[config.mk]
export PLATFORM = sky130hd
export DESIGN_NAME = aes_subbytes_engine
export DESIGN_NICKNAME = d
export VERILOG_FILES = /design/src/rtl/aes_pkg.sv /design/src/rtl/aes_sbox_lane.sv /design/src/rtl/aes_subbytes_engine.sv
export SDC_FILE = /design/constraint.sdc
export NUM_CORES = 2
export LEC_CHECK = 0
export ABC_AREA = 1
export BUFFER_PORTS_ARGS = -buffer_cell sky130_fd_sc_hd__buf_2
export CAP_MARGIN = 30
export CORE_MARGIN = 2
export CORE_UTILIZATION = 25
export CTS_CLUSTER_DIAMETER = 100
export DETAILED_ROUTE_END_ITERATION = 10
export HOLD_SLACK_MARGIN = 0.12
export PLACE_DENSITY = 0.39
export SLEW_MARGIN = 20
export SYNTH_ARGS = -nofsm -noshare
export SYNTH_HDL_FRONTEND = slang
export SYNTH_SLANG_ARGS = --single-unit
export TNS_END_PERCENT = 30
[constraint.sdc]
create_clock -name clk -period 7.3 [get_ports clk]
set_clock_uncertainty 0.2 [all_clocks]
set_input_delay 1.46 -clock clk [delete_from_list [all_inputs] [get_ports clk]]
set_output_delay 1.46 -clock clk [all_outputs]
set_load 0.005 [all_outputs]
[src/rtl/aes_pkg.sv]
// Shared AES SubBytes definitions: forward and inverse S-box tables,
// engine FSM state type and the lane-count legality check.
package aes_pkg;

  typedef enum logic [1:0] {
    IDLE = 2'd0,
    BUSY = 2'd1,
    DONE = 2'd2
  } sbe_state_t;

  localparam logic [7:0] SBOX [0:255] = '{
    8'h63, 8'h7c, 8'h77, 8'h7b, 8'hf2, 8'h6b, 8'h6f, 8'hc5, 8'h30, 8'h01, 8'h67, 8'h2b, 8'hfe, 8'hd7, 8'hab, 8'h76,
    8'hca, 8'h82, 8'hc9, 8'h7d, 8'hfa, 8'h59, 8'h47, 8'hf0, 8'had, 8'hd4, 8'ha2, 8'haf, 8'h9c, 8'ha4, 8'h72, 8'hc0,
    8'hb7, 8'hfd, 8'h93, 8'h26, 8'h36, 8'h3f, 8'hf7, 8'hcc, 8'h34, 8'ha5, 8'he5, 8'hf1, 8'h71, 8'hd8, 8'h31, 8'h15,
    8'h04, 8'hc7, 8'h23, 8'hc3, 8'h18, 8'h96, 8'h05, 8'h9a, 8'h07, 8'h12, 8'h80, 8'he2, 8'heb, 8'h27, 8'hb2, 8'h75,
    8'h09, 8'h83, 8'h2c, 8'h1a, 8'h1b, 8'h6e, 8'h5a, 8'ha0, 8'h52, 8'h3b, 8'hd6, 8'hb3, 8'h29, 8'he3, 8'h2f, 8'h84,
    8'h53, 8'hd1, 8'h00, 8'hed, 8'h20, 8'hfc, 8'hb1, 8'h5b, 8'h6a, 8'hcb, 8'hbe, 8'h39, 8'h4a, 8'h4c, 8'h58, 8'hcf,
    8'hd0, 8'hef, 8'haa, 8'hfb, 8'h43, 8'h4d, 8'h33, 8'h85, 8'h45, 8'hf9, 8'h02, 8'h7f, 8'h50, 8'h3c, 8'h9f, 8'ha8,
    8'h51, 8'ha3, 8'h40, 8'h8f, 8'h92, 8'h9d, 8'h38, 8'hf5, 8'hbc, 8'hb6, 8'hda, 8'h21, 8'h10, 8'hff, 8'hf3, 8'hd2,
    8'hcd, 8'h0c, 8'h13, 8'hec, 8'h5f, 8'h97, 8'h44, 8'h17, 8'hc4, 8'ha7, 8'h7e, 8'h3d, 8'h64, 8'h5d, 8'h19, 8'h73,
    8'h60, 8'h81, 8'h4f, 8'hdc, 8'h22, 8'h2a, 8'h90, 8'h88, 8'h46, 8'hee, 8'hb8, 8'h14, 8'hde, 8'h5e, 8'h0b, 8'hdb,
    8'he0, 8'h32, 8'h3a, 8'h0a, 8'h49, 8'h06, 8'h24, 8'h5c, 8'hc2, 8'hd3, 8'hac, 8'h62, 8'h91, 8'h95, 8'he4, 8'h79,
    8'he7, 8'hc8, 8'h37, 8'h6d, 8'h8d, 8'hd5, 8'h4e, 8'ha9, 8'h6c, 8'h56, 8'hf4, 8'hea, 8'h65, 8'h7a, 8'hae, 8'h08,
    8'hba, 8'h78, 8'h25, 8'h2e, 8'h1c, 8'ha6, 8'hb4, 8'hc6, 8'he8, 8'hdd, 8'h74, 8'h1f, 8'h4b, 8'hbd, 8'h8b, 8'h8a,
    8'h70, 8'h3e, 8'hb5, 8'h66, 8'h48, 8'h03, 8'hf6, 8'h0e, 8'h61, 8'h35, 8'h57, 8'hb9, 8'h86, 8'hc1, 8'h1d, 8'h9e,
    8'he1, 8'hf8, 8'h98, 8'h11, 8'h69, 8'hd9, 8'h8e, 8'h94, 8'h9b, 8'h1e, 8'h87, 8'he9, 8'hce, 8'h55, 8'h28, 8'hdf,
    8'h8c, 8'ha1, 8'h89, 8'h0d, 8'hbf, 8'he6, 8'h42, 8'h68, 8'h41, 8'h99, 8'h2d, 8'h0f, 8'hb0, 8'h54, 8'hbb, 8'h16
  };

  localparam logic [7:0] INV_SBOX [0:255] = '{
    8'h52, 8'h09, 8'h6a, 8'hd5, 8'h30, 8'h36, 8'ha5, 8'h38, 8'hbf, 8'h40, 8'ha3, 8'h9e, 8'h81, 8'hf3, 8'hd7, 8'hfb,
    8'h7c, 8'he3, 8'h39, 8'h82, 8'h9b, 8'h2f, 8'hff, 8'h87, 8'h34, 8'h8e, 8'h43, 8'h44, 8'hc4, 8'hde, 8'he9, 8'hcb,
    8'h54, 8'h7b, 8'h94, 8'h32, 8'ha6, 8'hc2, 8'h23, 8'h3d, 8'hee, 8'h4c, 8'h95, 8'h0b, 8'h42, 8'hfa, 8'hc3, 8'h4e,
    8'h08, 8'h2e, 8'ha1, 8'h66, 8'h28, 8'hd9, 8'h24, 8'hb2, 8'h76, 8'h5b, 8'ha2, 8'h49, 8'h6d, 8'h8b, 8'hd1, 8'h25,
    8'h72, 8'hf8, 8'hf6, 8'h64, 8'h86, 8'h68, 8'h98, 8'h16, 8'hd4, 8'ha4, 8'h5c, 8'hcc, 8'h5d, 8'h65, 8'hb6, 8'h92,
    8'h6c, 8'h70, 8'h48, 8'h50, 8'hfd, 8'hed, 8'hb9, 8'hda, 8'h5e, 8'h15, 8'h46, 8'h57, 8'ha7, 8'h8d, 8'h9d, 8'h84,
    8'h90, 8'hd8, 8'hab, 8'h00, 8'h8c, 8'hbc, 8'hd3, 8'h0a, 8'hf7, 8'he4, 8'h58, 8'h05, 8'hb8, 8'hb3, 8'h45, 8'h06,
    8'hd0, 8'h2c, 8'h1e, 8'h8f, 8'hca, 8'h3f, 8'h0f, 8'h02, 8'hc1, 8'haf, 8'hbd, 8'h03, 8'h01, 8'h13, 8'h8a, 8'h6b,
    8'h3a, 8'h91, 8'h11, 8'h41, 8'h4f, 8'h67, 8'hdc, 8'hea, 8'h97, 8'hf2, 8'hcf, 8'hce, 8'hf0, 8'hb4, 8'he6, 8'h73,
    8'h96, 8'hac, 8'h74, 8'h22, 8'he7, 8'had, 8'h35, 8'h85, 8'he2, 8'hf9, 8'h37, 8'he8, 8'h1c, 8'h75, 8'hdf, 8'h6e,
    8'h47, 8'hf1, 8'h1a, 8'h71, 8'h1d, 8'h29, 8'hc5, 8'h89, 8'h6f, 8'hb7, 8'h62, 8'h0e, 8'haa, 8'h18, 8'hbe, 8'h1b,
    8'hfc, 8'h56, 8'h3e, 8'h4b, 8'hc6, 8'hd2, 8'h79, 8'h20, 8'h9a, 8'hdb, 8'hc0, 8'hfe, 8'h78, 8'hcd, 8'h5a, 8'hf4,
    8'h1f, 8'hdd, 8'ha8, 8'h33, 8'h88, 8'h07, 8'hc7, 8'h31, 8'hb1, 8'h12, 8'h10, 8'h59, 8'h27, 8'h80, 8'hec, 8'h5f,
    8'h60, 8'h51, 8'h7f, 8'ha9, 8'h19, 8'hb5, 8'h4a, 8'h0d, 8'h2d, 8'he5, 8'h7a, 8'h9f, 8'h93, 8'hc9, 8'h9c, 8'hef,
    8'ha0, 8'he0, 8'h3b, 8'h4d, 8'hae, 8'h2a, 8'hf5, 8'hb0, 8'hc8, 8'heb, 8'hbb, 8'h3c, 8'h83, 8'h53, 8'h99, 8'h61,
    8'h17, 8'h2b, 8'h04, 8'h7e, 8'hba, 8'h77, 8'hd6, 8'h26, 8'he1, 8'h69, 8'h14, 8'h63, 8'h55, 8'h21, 8'h0c, 8'h7d
  };

  function automatic bit legal_lanes(input int nbytes, input int lanes);
    bit pow_ok;
    pow_ok = (lanes == 1) || (lanes == 2) || (lanes == 4) || (lanes == 8) || (lanes == 16);
    return pow_ok && (nbytes > 0) && ((nbytes % lanes) == 0);
  endfunction

endpackage

[src/rtl/aes_sbox_lane.sv]
// One byte of S-box substitution; inv selects the inverse table.
module aes_sbox_lane
  import aes_pkg::*;
(
  input  logic [7:0] byte_in,
  input  logic       inv,
  output logic [7:0] byte_out
);

  // Table lookup, forward or inverse
  always_comb begin
    byte_out = 8'h00;
    if (inv) begin
      byte_out = INV_SBOX[byte_in];
    end else begin
      byte_out = SBOX[byte_in];
    end
  end

endmodule

[src/rtl/aes_subbytes_engine.sv]
// Multi-cycle SubBytes/InvSubBytes engine: one state per handshake,
// LANES bytes substituted per beat, NBYTES/LANES beats per state.
module aes_subbytes_engine
  import aes_pkg::*;
#(
  parameter int NBYTES = 16,
  parameter int LANES  = 4
) (
  input  logic                clk,
  input  logic                rst_n,
  input  logic                in_valid,
  output logic                in_ready,
  input  logic [8*NBYTES-1:0] in_data,
  input  logic                in_inv,
  output logic                out_valid,
  input  logic                out_ready,
  output logic [8*NBYTES-1:0] out_data,
  output logic                out_inv
);

  localparam int BEATS = NBYTES / LANES;
  localparam int CW    = (BEATS > 1) ? $clog2(BEATS) : 1;
  localparam logic [CW-1:0] LAST_BEAT = CW'(BEATS - 1);

  generate
    if (!legal_lanes(NBYTES, LANES)) begin : g_bad_lanes
      $error("aes_subbytes_engine: LANES must be 1,2,4,8 or 16 and divide NBYTES");
    end
  endgenerate

  sbe_state_t                        r_state;
  sbe_state_t                        w_state_nxt;
  logic [CW-1:0]                     r_cnt;
  logic [8*NBYTES-1:0]               r_data;
  logic                              r_inv;
  logic                              w_accept;
  logic                              w_last;
  logic [BEATS-1:0][LANES-1:0][7:0]  w_view;
  logic [LANES-1:0][7:0]             w_lane_in;
  logic [LANES-1:0][7:0]             w_lane_out;
  logic [NBYTES-1:0]                 w_byte_en;

  // The state viewed as beats of LANES bytes; beat k holds bytes k*LANES upward
  assign w_view   = r_data;
  assign w_last   = (r_cnt == LAST_BEAT);
  assign w_accept = in_valid && in_ready;
  assign out_data = r_data;
  assign out_inv  = r_inv;

  // State register
  always_ff @(posedge clk or negedge rst_n) begin
    if (!rst_n) begin
      r_state <= IDLE;
    end else begin
      r_state <= w_state_nxt;
    end
  end

  // Next-state logic
  always_comb begin
    w_state_nxt = r_state;
    case (r_state)
      IDLE: begin
        if (w_accept) w_state_nxt = BUSY;
        else          w_state_nxt = IDLE;
      end
      BUSY: begin
        if (w_last) w_state_nxt = DONE;
        else        w_state_nxt = BUSY;
      end
      DONE: begin
        if (w_accept)       w_state_nxt = BUSY;
        else if (out_ready) w_state_nxt = IDLE;
        else                w_state_nxt = DONE;
      end
      default: w_state_nxt = IDLE;
    endcase
  end

  // Handshake outputs; in_ready may follow out_ready in DONE so results can chain
  always_comb begin
    in_ready  = 1'b0;
    out_valid = 1'b0;
    case (r_state)
      IDLE: begin
        in_ready  = 1'b1;
        out_valid = 1'b0;
      end
      BUSY: begin
        in_ready  = 1'b0;
        out_valid = 1'b0;
      end
      DONE: begin
        in_ready  = out_ready;
        out_valid = 1'b1;
      end
      default: begin
        in_ready  = 1'b0;
        out_valid = 1'b0;
      end
    endcase
  end

  // Byte mux feeding the lanes from the current beat
  always_comb begin
    w_lane_in = w_view[r_cnt];
  end

  generate
    for (genvar l = 0; l < LANES; l++) begin : g_lane
      aes_sbox_lane u_lane (
        .byte_in  (w_lane_in[l]),
        .inv      (r_inv),
        .byte_out (w_lane_out[l])
      );
    end
  endgenerate

  // Per-byte write enable: only the bytes of the active beat are replaced
  always_comb begin
    w_byte_en = '0;
    for (int i = 0; i < NBYTES; i++) begin
      if ((r_state == BUSY) && (r_cnt == CW'(i / LANES))) begin
        w_byte_en[i] = 1'b1;
      end else begin
        w_byte_en[i] = 1'b0;
      end
    end
  end

  // Beat counter: cleared on accept, saturates on the last beat
  always_ff @(posedge clk or negedge rst_n) begin
    if (!rst_n) begin
      r_cnt <= '0;
    end else if (w_accept) begin
      r_cnt <= '0;
    end else if ((r_state == BUSY) && !w_last) begin
      r_cnt <= r_cnt + CW'(1);
    end
  end

  // State and mode registers; data is captured on accept and rewritten in place
  always_ff @(posedge clk or negedge rst_n) begin
    if (!rst_n) begin
      r_data <= '0;
      r_inv  <= 1'b0;
    end else if (w_accept) begin
      r_data <= in_data;
      r_inv  <= in_inv;
    end else begin
      for (int i = 0; i < NBYTES; i++) begin
        if (w_byte_en[i]) r_data[8*i +: 8] <= w_lane_out[i % LANES];
      end
    end
  end

endmodule

==> impl_metrics.yaml <==
outcome:
  status: "finished with violations"
  violations: "design-rule violations"
synthesis:
  syn_area_sq_um: 29710
  synth_seq_cells: 133
  synth-simple-area-share_pct: 65.83
  synth_top_flop_cell: "dfrtp_1"
  yosysTopAreaCellShare_pct: 35.10
  synth_commonest_cells: "nand3_1 (2084), nand2_1 (2039), inv_1 (334)"
  synth_fa_ha_area_share_pct: 4.211
  syn_avg_cell_area_sq_um: 5.145
  ys_types: 33
  synthCells: 5776
  seq_area_frac_synth_pct: 11.20
  yosysMostFrequentCell: "nand3_1"
  synth_top_family_by_area: "simple AND/OR/NAND/NOR gates"
  syn_nets: 6009
  synthMuxAreaShare_pct: 0
  ys_warn_count: 0
  synth_compound_area_share_pct: 5.668
  synth_area_leaders: "nand3_1 (35%), nand2_1 (26%), dfrtp_1 (11%)"
  async_flop_share_pct: 100.0
  synthXorXnorAreaFrac_pct: 0
  synth_largest_area_cell: "nand3_1"
  synth_edf_count: 0
place:
  dp_hpwl_microns: 152200
  place_congestion: 1.051
  port_buffers: 263
worst_setup_path:
  end_kind: "register"
  crit_path_max_incr_delay_ns: 0.56
  path_delay_family: "simple AND/OR/NAND/NOR gates"
  path_class: "register to register"
  worstPathRequired_ns: 7.58
  cp-start-kind: "register"
  critPathMaxFanout: 52
  crit_buf_inv: 2
  crit_chain: "inv_4 -> nand2_1 -> nand3_2 -> nand2_2 -> buf_4 -> nand2_1 -> nand3_1 -> a21oi_1 -> nand2_1 -> nand3_1 -> nand3_1 -> nand2_1 -> nand2_1 -> nand2_1 -> nand2_1 -> nand2_1"
  cpMostUsedCell: "nand2_1"
  cpMaxStageDelayCell: "nand2_1"
  arrival_ns: 5.48
clocking:
  clkSlewWorstSetupHoldPaths_ns: 0.07
  clk_path_buf_depth: 2
  clk_latency_ns: 0.56
  cts_tree: "done"
  htree_num_levels: 4
  cts_resized: 0
  cts_setup_buffers: 0
  cts_root_buf: "clkbuf_16"
  hold_buffers: 0
  cts.sinks: 133
  cts_made_buffers: 17
timing:
  setup_tns_ns: 0
  hold_viol: 0
  period_minus_slack_ns: 5.202
  finalSetupViolCount: 0
  min_period_over_period_pct: 71.25
  max_freq_mhz: 192.3
  rsz0062_at_grt: "false"
  slew-limit-headroom_pct: 25.19
  final_max_slew_viol_count: 0
  tightest_slew_ns: 1.119
worst_hold_path:
  hold_class: "register to register"
routing:
  first_pass_iters: 11
  wl_microns: 215900
  drcViolationCount: 1
  wire_per_inst_microns: 29.71
  ant_nets: 0
  drt_iter0_markers: 7533
  viasPerCell: 6.050
  via_count: 43960
job:
  drv_cap: 0
global_route:
  antenna_found_initial: 4
  grt_max_degree: 75
  grt_pass1_wl_microns: 305500
  grt_use_total_pct: 34.11
  grt-ovfl-total: 0
  grt_pass1_vias: 41070
floorplanning:
  core_sq_um: 117900
  pin_count: 264
  design.die.area_sq_um: 121600
  die_h_microns: 348.8
  fp.dieW_microns: 348.8
  rows: 126
  start_util_pct: 25.20
final_layout:
  nets: 5947
  post_route_cells_drive_above_1_share_pct: 9.778
  area_delta_synth_final_pct: 8.501
## logic make-up (layout without fill, tap and decap cells)
| logic type | after synthesis | count (layout) |
|---|---|---|
| DFF | 133 | 133 |
| and+or+nand+nor | 4408 | 4408 |
| other | 0 | 3 |
| AOI/OAI and AO/OA | 318 | 318 |
| buffers and inverters | 817 | 768 |
| adders and majority gates | 100 | 100 |
## layer usage
layer / track usage, % / up-vias / part of all wire, %
met3: 9.107 / 727 / 12
li1: - / 19090 / -
met5: 0 / - / 0
met2: 50.02 / 3505 / 41
met4: 17.50 / 0 / 6.0
met1: 45.51 / 20640 / 41
## worst paths after layout
path | end | depth (start not counted) | start | slack, ns
max | out_data[112] | 16 | r_cnt[0] | 2.10
min | out_inv | 2 | out_inv | 0.36
max reg2reg | out_data[112] | 16 | r_cnt[0] | 2.10
min reg2reg | out_inv | 2 | out_inv | 0.36
max in group asynchronous | out_data[1] | 2 | rst_n | 5.00
min in group asynchronous | out_data[81] | 1 | rst_n | 0.60
## state kept, by name (all words and copies together) (netlist names)
register / cells
out_data: 128
out_inv: 1
r_cnt: 2
r_state: 2
## cell type report
| cell class | instances | area [sq um] |
|---|---|---|
| Timing Repair Buffer | 392 | 2424 |
| Clock inverter | 14 | 151.4 |
| Clock buffer | 18 | 439.2 |
| Multi-Input combinational cell | 4826 | 22660 |
| Antenna cell | 3 | 7.507 |
| Fill cell | 14000 | 85680 |
| Tap cell | 1536 | 1922 |
| Sequential cell | 133 | 3336 |
| Inverter | 344 | 1300 |
## worst reg2reg max path: cells and delay by family (launching register included)
| kind | cells | cell delay (ns) |
|---|---|---|
| DFF | 1 | 0.50 |
| and+or+nand+nor | 13 | 3.32 |
| AOI/OAI and AO/OA | 1 | 0.23 |
| buffers and inverters | 2 | 0.89 |
## layout by cell type, fill, tap and decap left out, types with 3 or more instances in the layout
master,Yosys,final
a21oi_1,176,176
a31oi_1,4,4
a32oi_2,3,3
buf_12,0,9
buf_2,277,262
buf_4,86,119
clkbuf_16,0,17
clkinv_2,0,3
clkinvlp_4,0,5
dfrtp_1,133,131
diode_2,0,3
ha_1,100,100
inv_1,334,329
inv_2,9,12
inv_6,0,4
nand2_1,2039,2017
nand2_2,52,54
nand2_4,2,22
nand3_1,2084,2084
nand3_2,14,14
nand3b_1,9,9
nand4_1,30,30
nor2_1,151,151
nor2_2,3,3
o211ai_1,9,9
o21ai_0,116,116
o21ai_1,6,6
or2_2,20,20
## stage by stage
step                      hold slack [ns]  util (%)  cells  instance area, sq um  setup slack, ns
after global placement             0.3413     26.81   7230                 31620            2.311
after floorplan                    0.3060         -   5776                 29710            3.993
final                              0.3629     27.34   7266                 32240            2.098
after global routing               0.4373     27.34   7264                 32240            2.022
after CTS                          0.3643     27.33   7263                 32230            2.351
after detailed placement           0.3451     26.83   7231                 31640            2.379
Power is not shown: default switching activity piles up to over one toggle a cycle in this logic, so the estimate is an artifact.
